`src/rtl/div_sequencer_pkg.sv`:
```
// Shared definitions for the RV32M divide sequencer.
// Contents:
//   div_state_t           - sequencer FSM states
//   F3_DIV..F3_REMU       - funct3 encodings of the four divide operations
//   DIV_OVF_RESULT        - most-negative 32-bit value (signed overflow quotient)
//   DIV_ALL_ONES          - all-ones word (divide-by-zero quotient, -1 divisor)
package div_pkg;

  typedef enum logic [1:0] {
    S_IDLE  = 2'd0,
    S_RUN   = 2'd1,
    S_FIXUP = 2'd2,
    S_DONE  = 2'd3
  } div_state_t;

  localparam logic [2:0] F3_DIV  = 3'b100;
  localparam logic [2:0] F3_DIVU = 3'b101;
  localparam logic [2:0] F3_REM  = 3'b110;
  localparam logic [2:0] F3_REMU = 3'b111;

  localparam logic [31:0] DIV_OVF_RESULT = 32'h8000_0000;
  localparam logic [31:0] DIV_ALL_ONES   = 32'hFFFF_FFFF;

endpackage

```
`src/rtl/div_sequencer_if.sv`:
```
// Execute-stage <-> divide sequencer bundle.
// Signals:
//   start, funct3, SrcA, SrcB, RdIn, flush  - pipeline to sequencer
//   busy, stall, done, Result, RdOut        - sequencer to pipeline
// Modports: master = pipeline side, slave = sequencer side.
//
// Handshake: the sequencer takes an operation when it is idle and sees
// start high with flush low on a rising edge (no ready signal; start while
// busy is simply dropped). The result is valid only in the single cycle in
// which done is high; Result/RdOut keep that value until the next result
// is produced. flush kills any operation in flight without a done pulse.
interface div_sequencer_if #(
  parameter int XLEN = 32
);
  logic            start;
  logic [2:0]      funct3;
  logic [XLEN-1:0] SrcA;
  logic [XLEN-1:0] SrcB;
  logic [4:0]      RdIn;
  logic            flush;
  logic            busy;
  logic            stall;
  logic            done;
  logic [XLEN-1:0] Result;
  logic [4:0]      RdOut;

  modport master (
    output start, funct3, SrcA, SrcB, RdIn, flush,
    input  busy, stall, done, Result, RdOut
  );

  modport slave (
    input  start, funct3, SrcA, SrcB, RdIn, flush,
    output busy, stall, done, Result, RdOut
  );
endinterface

```
`src/rtl/div_sequencer_datapath.sv`:
```
// Radix-2 restoring divider datapath, sequenced by div_sequencer.
// Ports:
//   clk, rst          - clock, async active-high reset
//   i_load            - capture operand magnitudes, sign flags, operation, rd
//   i_shift           - perform one restoring iteration
//   i_fixup           - apply signs, select quotient/remainder into result
//   i_special         - load i_special_val and i_rd straight into the outputs
//   i_signed          - operation is DIV/REM
//   i_sel_rem         - operation returns the remainder
//   i_a, i_b, i_rd    - dividend, divisor, destination register
//   i_special_val     - precomputed result for divide-by-zero / overflow
//   o_result, o_rd    - registered result and its destination register
module div_datapath #(
  parameter int XLEN = 32
) (
  input  logic            clk,
  input  logic            rst,
  input  logic            i_load,
  input  logic            i_shift,
  input  logic            i_fixup,
  input  logic            i_special,
  input  logic            i_signed,
  input  logic            i_sel_rem,
  input  logic [XLEN-1:0] i_a,
  input  logic [XLEN-1:0] i_b,
  input  logic [4:0]      i_rd,
  input  logic [XLEN-1:0] i_special_val,
  output logic [XLEN-1:0] o_result,
  output logic [4:0]      o_rd
);

  logic [XLEN-1:0] r_div;
  logic [XLEN-1:0] r_rem;
  logic [XLEN-1:0] r_quo;
  logic [XLEN-1:0] r_result;
  logic            r_neg_q;
  logic            r_neg_r;
  logic            r_sel_rem;
  logic [4:0]      r_rd;
  logic [4:0]      r_rd_out;

  logic            w_a_neg;
  logic            w_b_neg;
  logic [XLEN:0]   w_shifted;
  logic            w_fits;
  logic [XLEN-1:0] w_diff;
  logic [XLEN-1:0] w_quo_fix;
  logic [XLEN-1:0] w_rem_fix;

  assign w_a_neg = i_signed & i_a[XLEN-1];
  assign w_b_neg = i_signed & i_b[XLEN-1];

  // {rem,quo} shifted left by one; the partial remainder needs XLEN+1 bits.
  assign w_shifted = {r_rem, r_quo[XLEN-1]};
  // 33-bit trial subtract: a non-negative difference is the same as the
  // shifted remainder being >= divisor. When it fits, the true difference is
  // below the divisor, so the low XLEN bits of the subtraction are exact.
  assign w_fits    = (w_shifted >= {1'b0, r_div});
  assign w_diff    = w_shifted[XLEN-1:0] - r_div;

  assign w_quo_fix = r_neg_q ? (-r_quo) : r_quo;
  assign w_rem_fix = r_neg_r ? (-r_rem) : r_rem;

  always_ff @(posedge clk or posedge rst) begin
    if (rst) begin
      r_div     <= '0;
      r_rem     <= '0;
      r_quo     <= '0;
      r_result  <= '0;
      r_neg_q   <= 1'b0;
      r_neg_r   <= 1'b0;
      r_sel_rem <= 1'b0;
      r_rd      <= '0;
      r_rd_out  <= '0;
    end else begin
      if (i_load) begin
        // Magnitudes only; 0x80000000 negates to itself, which is the
        // correct unsigned magnitude.
        r_quo     <= w_a_neg ? (-i_a) : i_a;
        r_div     <= w_b_neg ? (-i_b) : i_b;
        r_rem     <= '0;
        r_neg_q   <= w_a_neg ^ w_b_neg;
        r_neg_r   <= w_a_neg;
        r_sel_rem <= i_sel_rem;
        r_rd      <= i_rd;
      end else if (i_shift) begin
        r_quo <= {r_quo[XLEN-2:0], w_fits};
        r_rem <= w_fits ? w_diff : w_shifted[XLEN-1:0];
      end

      if (i_fixup) begin
        r_result <= r_sel_rem ? w_rem_fix : w_quo_fix;
        r_rd_out <= r_rd;
      end else if (i_special) begin
        r_result <= i_special_val;
        r_rd_out <= i_rd;
      end
    end
  end

  assign o_result = r_result;
  assign o_rd     = r_rd_out;

endmodule

```
`src/rtl/div_sequencer.sv`:
```
// RV32M DIV/DIVU/REM/REMU sequencer for the execute stage.
// Ports:
//   clk, rst     - clock, async active-high reset
//   bus          - div_sequencer_if slave: start/funct3/SrcA/SrcB/RdIn/flush
//                  in, busy/stall/done/Result/RdOut out
//   o_dbg_state  - current FSM state
// FSM: IDLE -> RUN (32 iterations) -> FIXUP -> DONE -> IDLE, or
// IDLE -> DONE directly for divide-by-zero and signed overflow.
module div_sequencer
  import div_pkg::*;
#(
  parameter int XLEN  = 32,
  parameter int CNT_W = 5
) (
  input  logic           clk,
  input  logic           rst,
  div_sequencer_if.slave bus,
  output div_state_t     o_dbg_state
);

  localparam logic [CNT_W-1:0] LAST_CNT = CNT_W'(XLEN - 1);

  div_state_t       r_state;
  div_state_t       w_next;
  logic [CNT_W-1:0] r_cnt;
  logic             r_busy;

  logic             w_accept;
  logic             w_signed;
  logic             w_div_zero;
  logic             w_ovf;
  logic             w_special;
  logic [XLEN-1:0]  w_special_val;
  logic             w_load;
  logic             w_shift;
  logic             w_fixup;
  logic             w_special_ld;

  // funct3[2] is set for every divide encoding; anything else is not ours.
  assign w_accept   = bus.start & ~bus.flush & bus.funct3[2];
  assign w_signed   = ~bus.funct3[0];
  assign w_div_zero = (bus.SrcB == '0);
  assign w_ovf      = w_signed & (bus.SrcA == DIV_OVF_RESULT) &
                      (bus.SrcB == DIV_ALL_ONES);
  assign w_special  = w_div_zero | w_ovf;

  // funct3[1] selects the remainder.
  always_comb begin
    w_special_val = '0;
    if (w_div_zero) begin
      w_special_val = bus.funct3[1] ? bus.SrcA : DIV_ALL_ONES;
    end else begin
      w_special_val = bus.funct3[1] ? '0 : DIV_OVF_RESULT;
    end
  end

  always_ff @(posedge clk or posedge rst) begin
    if (rst) begin
      r_state <= S_IDLE;
      r_cnt   <= '0;
      r_busy  <= 1'b0;
    end else begin
      r_state <= w_next;
      r_busy  <= (w_next != S_IDLE);
      if (w_load) begin
        r_cnt <= '0;
      end else if (w_shift) begin
        r_cnt <= r_cnt + 1'b1;
      end
    end
  end

  always_comb begin
    w_next       = r_state;
    w_load       = 1'b0;
    w_shift      = 1'b0;
    w_fixup      = 1'b0;
    w_special_ld = 1'b0;
    case (r_state)
      S_IDLE: begin
        if (w_accept) begin
          if (w_special) begin
            w_special_ld = 1'b1;
            w_next       = S_DONE;
          end else begin
            w_load = 1'b1;
            w_next = S_RUN;
          end
        end
      end
      S_RUN: begin
        if (bus.flush) begin
          w_next = S_IDLE;
        end else begin
          w_shift = 1'b1;
          if (r_cnt == LAST_CNT) begin
            w_next = S_FIXUP;
          end
        end
      end
      S_FIXUP: begin
        if (bus.flush) begin
          w_next = S_IDLE;
        end else begin
          w_fixup = 1'b1;
          w_next  = S_DONE;
        end
      end
      S_DONE: begin
        w_next = S_IDLE;
      end
      default: begin
        w_next = S_IDLE;
      end
    endcase
  end

  div_datapath #(
    .XLEN(XLEN)
  ) u_datapath (
    .clk           (clk),
    .rst           (rst),
    .i_load        (w_load),
    .i_shift       (w_shift),
    .i_fixup       (w_fixup),
    .i_special     (w_special_ld),
    .i_signed      (w_signed),
    .i_sel_rem     (bus.funct3[1]),
    .i_a           (bus.SrcA),
    .i_b           (bus.SrcB),
    .i_rd          (bus.RdIn),
    .i_special_val (w_special_val),
    .o_result      (bus.Result),
    .o_rd          (bus.RdOut)
  );

  // Stall drops in DONE so the held instruction retires with the result.
  assign bus.stall = ((r_state == S_IDLE) & w_accept & ~w_special) |
                     (r_state == S_RUN) | (r_state == S_FIXUP);
  assign bus.done  = (r_state == S_DONE);
  assign bus.busy  = r_busy;

  assign o_dbg_state = r_state;

endmodule

```
`src/flat_wrapper.sv`:
```
// flat-port wrapper written by rule: the top's interface ports become plain ports
module div_sequencer_flat import div_pkg::*;
#(
  parameter int XLEN  = 32,
  parameter int CNT_W = 5
)
  (clk, rst, o_dbg_state, bus_start, bus_funct3, bus_SrcA, bus_SrcB, bus_RdIn, bus_flush, bus_busy, bus_stall, bus_done, bus_Result, bus_RdOut);
  div_sequencer_if #(.XLEN(XLEN)) bus_i ();
  input  logic clk;
  input  logic rst;
  output div_state_t o_dbg_state;
  input wire logic [$bits(bus_i.start)-1:0] bus_start;
  input wire logic [$bits(bus_i.funct3)-1:0] bus_funct3;
  input wire logic [$bits(bus_i.SrcA)-1:0] bus_SrcA;
  input wire logic [$bits(bus_i.SrcB)-1:0] bus_SrcB;
  input wire logic [$bits(bus_i.RdIn)-1:0] bus_RdIn;
  input wire logic [$bits(bus_i.flush)-1:0] bus_flush;
  output wire logic [$bits(bus_i.busy)-1:0] bus_busy;
  output wire logic [$bits(bus_i.stall)-1:0] bus_stall;
  output wire logic [$bits(bus_i.done)-1:0] bus_done;
  output wire logic [$bits(bus_i.Result)-1:0] bus_Result;
  output wire logic [$bits(bus_i.RdOut)-1:0] bus_RdOut;
  assign bus_i.start = bus_start;
  assign bus_i.funct3 = bus_funct3;
  assign bus_i.SrcA = bus_SrcA;
  assign bus_i.SrcB = bus_SrcB;
  assign bus_i.RdIn = bus_RdIn;
  assign bus_i.flush = bus_flush;
  assign bus_busy = bus_i.busy;
  assign bus_stall = bus_i.stall;
  assign bus_done = bus_i.done;
  assign bus_Result = bus_i.Result;
  assign bus_RdOut = bus_i.RdOut;
  div_sequencer #(.XLEN(XLEN), .CNT_W(CNT_W)) u_core (.clk(clk), .rst(rst), .bus(bus_i), .o_dbg_state(o_dbg_state));
endmodule
```
`config.mk`:
```
export PLATFORM = sky130hd
export DESIGN_NAME = div_sequencer_flat
export DESIGN_NICKNAME = d
export VERILOG_FILES = /design/src/rtl/div_sequencer_pkg.sv /design/src/rtl/div_sequencer_if.sv /design/src/rtl/div_sequencer_datapath.sv /design/src/rtl/div_sequencer.sv /design/src/flat_wrapper.sv
export SDC_FILE = /design/constraint.sdc
export NUM_CORES = 1
export LEC_CHECK = 0
export ABC_AREA = 1
export ABC_CLOCK_PERIOD_IN_PS = 4500
export CORE_MARGIN = 2
export CORE_UTILIZATION = 54
export CTS_CLUSTER_SIZE = 25
export DETAILED_ROUTE_END_ITERATION = 7
export GPL_TIMING_DRIVEN = 0
export PLACE_DENSITY = 0.89
export SLEW_MARGIN = 5
export SYNTH_ARGS = -nofsm -noshare
export SYNTH_HDL_FRONTEND = slang
export SYNTH_HIERARCHICAL = 1
export SYNTH_SLANG_ARGS = --single-unit
export TNS_END_PERCENT = 20
```
`constraint.sdc`:
```
create_clock -name clk -period 4.5 [get_ports clk]
set_input_delay 0.9 -clock clk [delete_from_list [all_inputs] [get_ports clk]]
set_output_delay 0.9 -clock clk [all_outputs]
set_load 0.01 [all_outputs]
```
==> results_dict.tcl <==
set metrics [dict create \
    slowest_delay_ps 590 \
    holdWs_ps 489 \
    path_cells "clkdlybuf4s50_1, nand2_1, nor3_1, nand2_1, nor2_1, nand3_1, nand3_2, inv_2, clkbuf_1, nor2_2, inv_1, clkbuf_1, o211ai_1" \
    cts_setup_buffers 0 \
    worstPathArrival_ps 4810 \
    dpl.hpwl_um 44800 \
    fin_total_pwr_mw 9.81 \
    ctsHoldBuffers 0 \
    startpoint "bus_SrcB[22]" \
    p_per_area_mw_per_mm2 616 \
    synth_cell_types 50 \
    slew_violations 0 \
    synth_fp_nets 2369 \
    grt_pass1_wl_um 84200 \
    gr-total-overflow 0 \
    synth_area_leaders "dfrtp_1 27%, nand2_1 17%, nand3_1 11%, inv_1 8.5%, nor2_1 6.1%" \
    rsz0062_at_grt "no" \
    crit_family "simple AND/OR/NAND/NOR gates" \
    crit_required_ps 4840 \
    synth-seq-cells 149 \
    antenna_cells 0 \
    synth-edff-count 0 \
    wl_per_cell_um 20.5 \
    max_freq_mhz 224 \
    clkSlewWorstSetupHoldPaths_ps 70 \
    hold_viol_final 0 \
    async_reset_ff_share_pct 100 \
    timing.rr.start "u_core/o_dbg_state[0]" \
    gr-usage-all-layers_pct 41.8 \
    period_share_pct 99.4 \
    rows 58 \
    setup_violations 0 \
    clockBufferDepth 2 \
    vias 16400 \
    ys_seq_area_share_pct 27.2 \
    dr.pass1.iters 6 \
    numCtsBuffers 17 \
    crit_slowest_cell "clkdlybuf4s50_1" \
    clk_latency_ps 440 \
    drv_cap 0 \
    crit_fanout 10 \
    via_per_inst 6.01 \
    die_h_um 163 \
    tightest_slew_ps 1000 \
    dieArea_mm2 0.0266 \
    die_w_um 163 \
    crit_buf_inv 5 \
    synth_top_cell_area_share_pct 27.2 \
    worstSetupStartpointType "input port" \
    netlist_area_mm2 0.0137 \
    fin_skew_ps 19.4 \
    irDropWorstVdd_v 0.000498 \
    grt_start_max_net_pins 42 \
    cts_max_level 4 \
    placement.io_buffers 117 \
    yosysWarnings 6 \
    antenna_left 0 \
    areaGrowthSynthToFinish_pct 16.4 \
    grt_pass1_vias 15000 \
    drt_wl_total_um 56000 \
    synth_area_leader_cell "dfrtp_1" \
    drt_iter0_drc 2370 \
    status "finished clean" \
    setup_tns_ps 0 \
    clock-sinks 149 \
    initial_utilization_pct 54.7 \
    min_period_ps 4470 \
    antenna_found_initial 0 \
    fin_nets 2508 \
    drc 0 \
    place.gp.congestion 1.09 \
    drive_above_1_share_pct 5.86 \
    post_synth.cell_area_avg_um2 6.07 \
    post_cts_resized 0 \
    crit_type "in2reg" \
    hp-class "reg2reg" \
    crit_path_end_kind "flip-flop" \
    cts-root-buf "clkbuf_16" \
    ios 118 \
    hp-start "u_core/u_datapath/o_result[29]" \
    relSlewSlack_pct 33.4 \
    synth_most_common_cell "nand2_1" \
    design.core.area_mm2 0.0250 \
    synth_cells 2254 \
    synth_ff_type "dfrtp_1" \
    netlist_top_cells_count "614 x nand2_1, 311 x inv_1, 310 x nand3_1, 221 x nor2_1, 149 x dfrtp_1" \
    cts_tree "yes" \
    p_leak_nw 7.99 \
]
layer usage:
layer,routed length (um),track usage [%],vias up,share of wire [%]
met5,0,0,-,0
met4,1900,13.6,0,3.4
met3,7080,9.52,155,13
met2,23200,61.2,1097,41
met1,23800,60.8,7601,42
li1,-,-,7579,-
kinds of logic after synthesis:
| kind of cell | after synthesis | share of synthesized area (%) |
|---|---|---|
| compound gates | 335 | 14.1 |
| xor+xnor | 35 | 2.24 |
| fa+ha+maj | 39 | 3.62 |
| buf+inv | 416 | 11.9 |
| flops | 149 | 27.2 |
| simple gates | 1280 | 40.8 |
worst register-to-register path, stage by stage (launching register included):
cell      delay [ps]
dfrtp_1          460
nor2_1           140
nand4_1          150
inv_1            120
nand3_2          220
inv_2            140
clkbuf_1         540
nor2_2           260
inv_1            390
clkbuf_1         590
o211ai_1         180
layout make-up:
type,instances,area [um^2]
buffer,80,374
clock inverter,14,163
tap,330,413
clock buffer,18,429
fill,2427,9110
inverter,336,1260
timing repair buffer,120,1230
sequential,149,3730
multi-input combinational,1689,8330
power breakdown:
group | switching [mW] | internal [mW] | leakage, nW
clock | 0.664 | 0.835 | 0.283
sequential | 0.492 | 1.85 | 1.92
combinational | 4.02 | 1.95 | 5.79
placed cells by master (no fill, tap or decap), drive strengths merged, types with 3 or more instances in the layout:
cell type	count
o221ai	3
clkinvlp	4
a21oi	126
clkbuf	69
nand4	44
ha	38
nand2	625
nor2	236
clkinv	9
clkdlybuf4s50	117
o211ai	18
dfrtp	149
or2	8
o21ai	159
buf	32
o31ai	3
xor2	15
o21bai	13
inv	335
nand3	315
xnor2	20
nor3	36
nor4	4
o22ai	4
nand3b	8
flip-flops by register name, summed over array words and instances (netlist names), 2 cells and up:
name,flops
u_core/u_datapath/o_rd,5
u_core/u_datapath/r_quo,32
u_core/u_datapath/r_div,32
u_core/u_datapath/r_rem,32
u_core/u_datapath/r_rd,5
u_core/r_cnt,5
u_core/o_dbg_state,2
u_core/u_datapath/o_result,32
path summary, 6_finish.rpt:
check                                                      end  slack (ps)  cells after the start
worst min register to register  u_core/u_datapath/o_result[29]         490                      2
max in group asynchronous        u_core/u_datapath/o_result[2]        2620                      4
worst max register to register      u_core/u_datapath/r_quo[7]        1140                     10
worst min-delay path            u_core/u_datapath/o_result[29]         490                      2
min in group asynchronous                u_core/o_dbg_state[1]         830                      2
worst max-delay path                u_core/u_datapath/r_quo[4]          30                     13
per-stage QoR:
stage	std cells	util [%]	instance area, um^2	worst slack [ps]
floorplan	2254	-	13700	1640
global placement	2701	61.0	15300	-254
detailed placement	2704	61.3	15300	-357
CTS	2736	63.6	15900	33.0
global route	2736	63.6	15900	62.0
finish	2736	63.6	15900	27.2
Note: power is estimated with default switching activity, not from simulation.
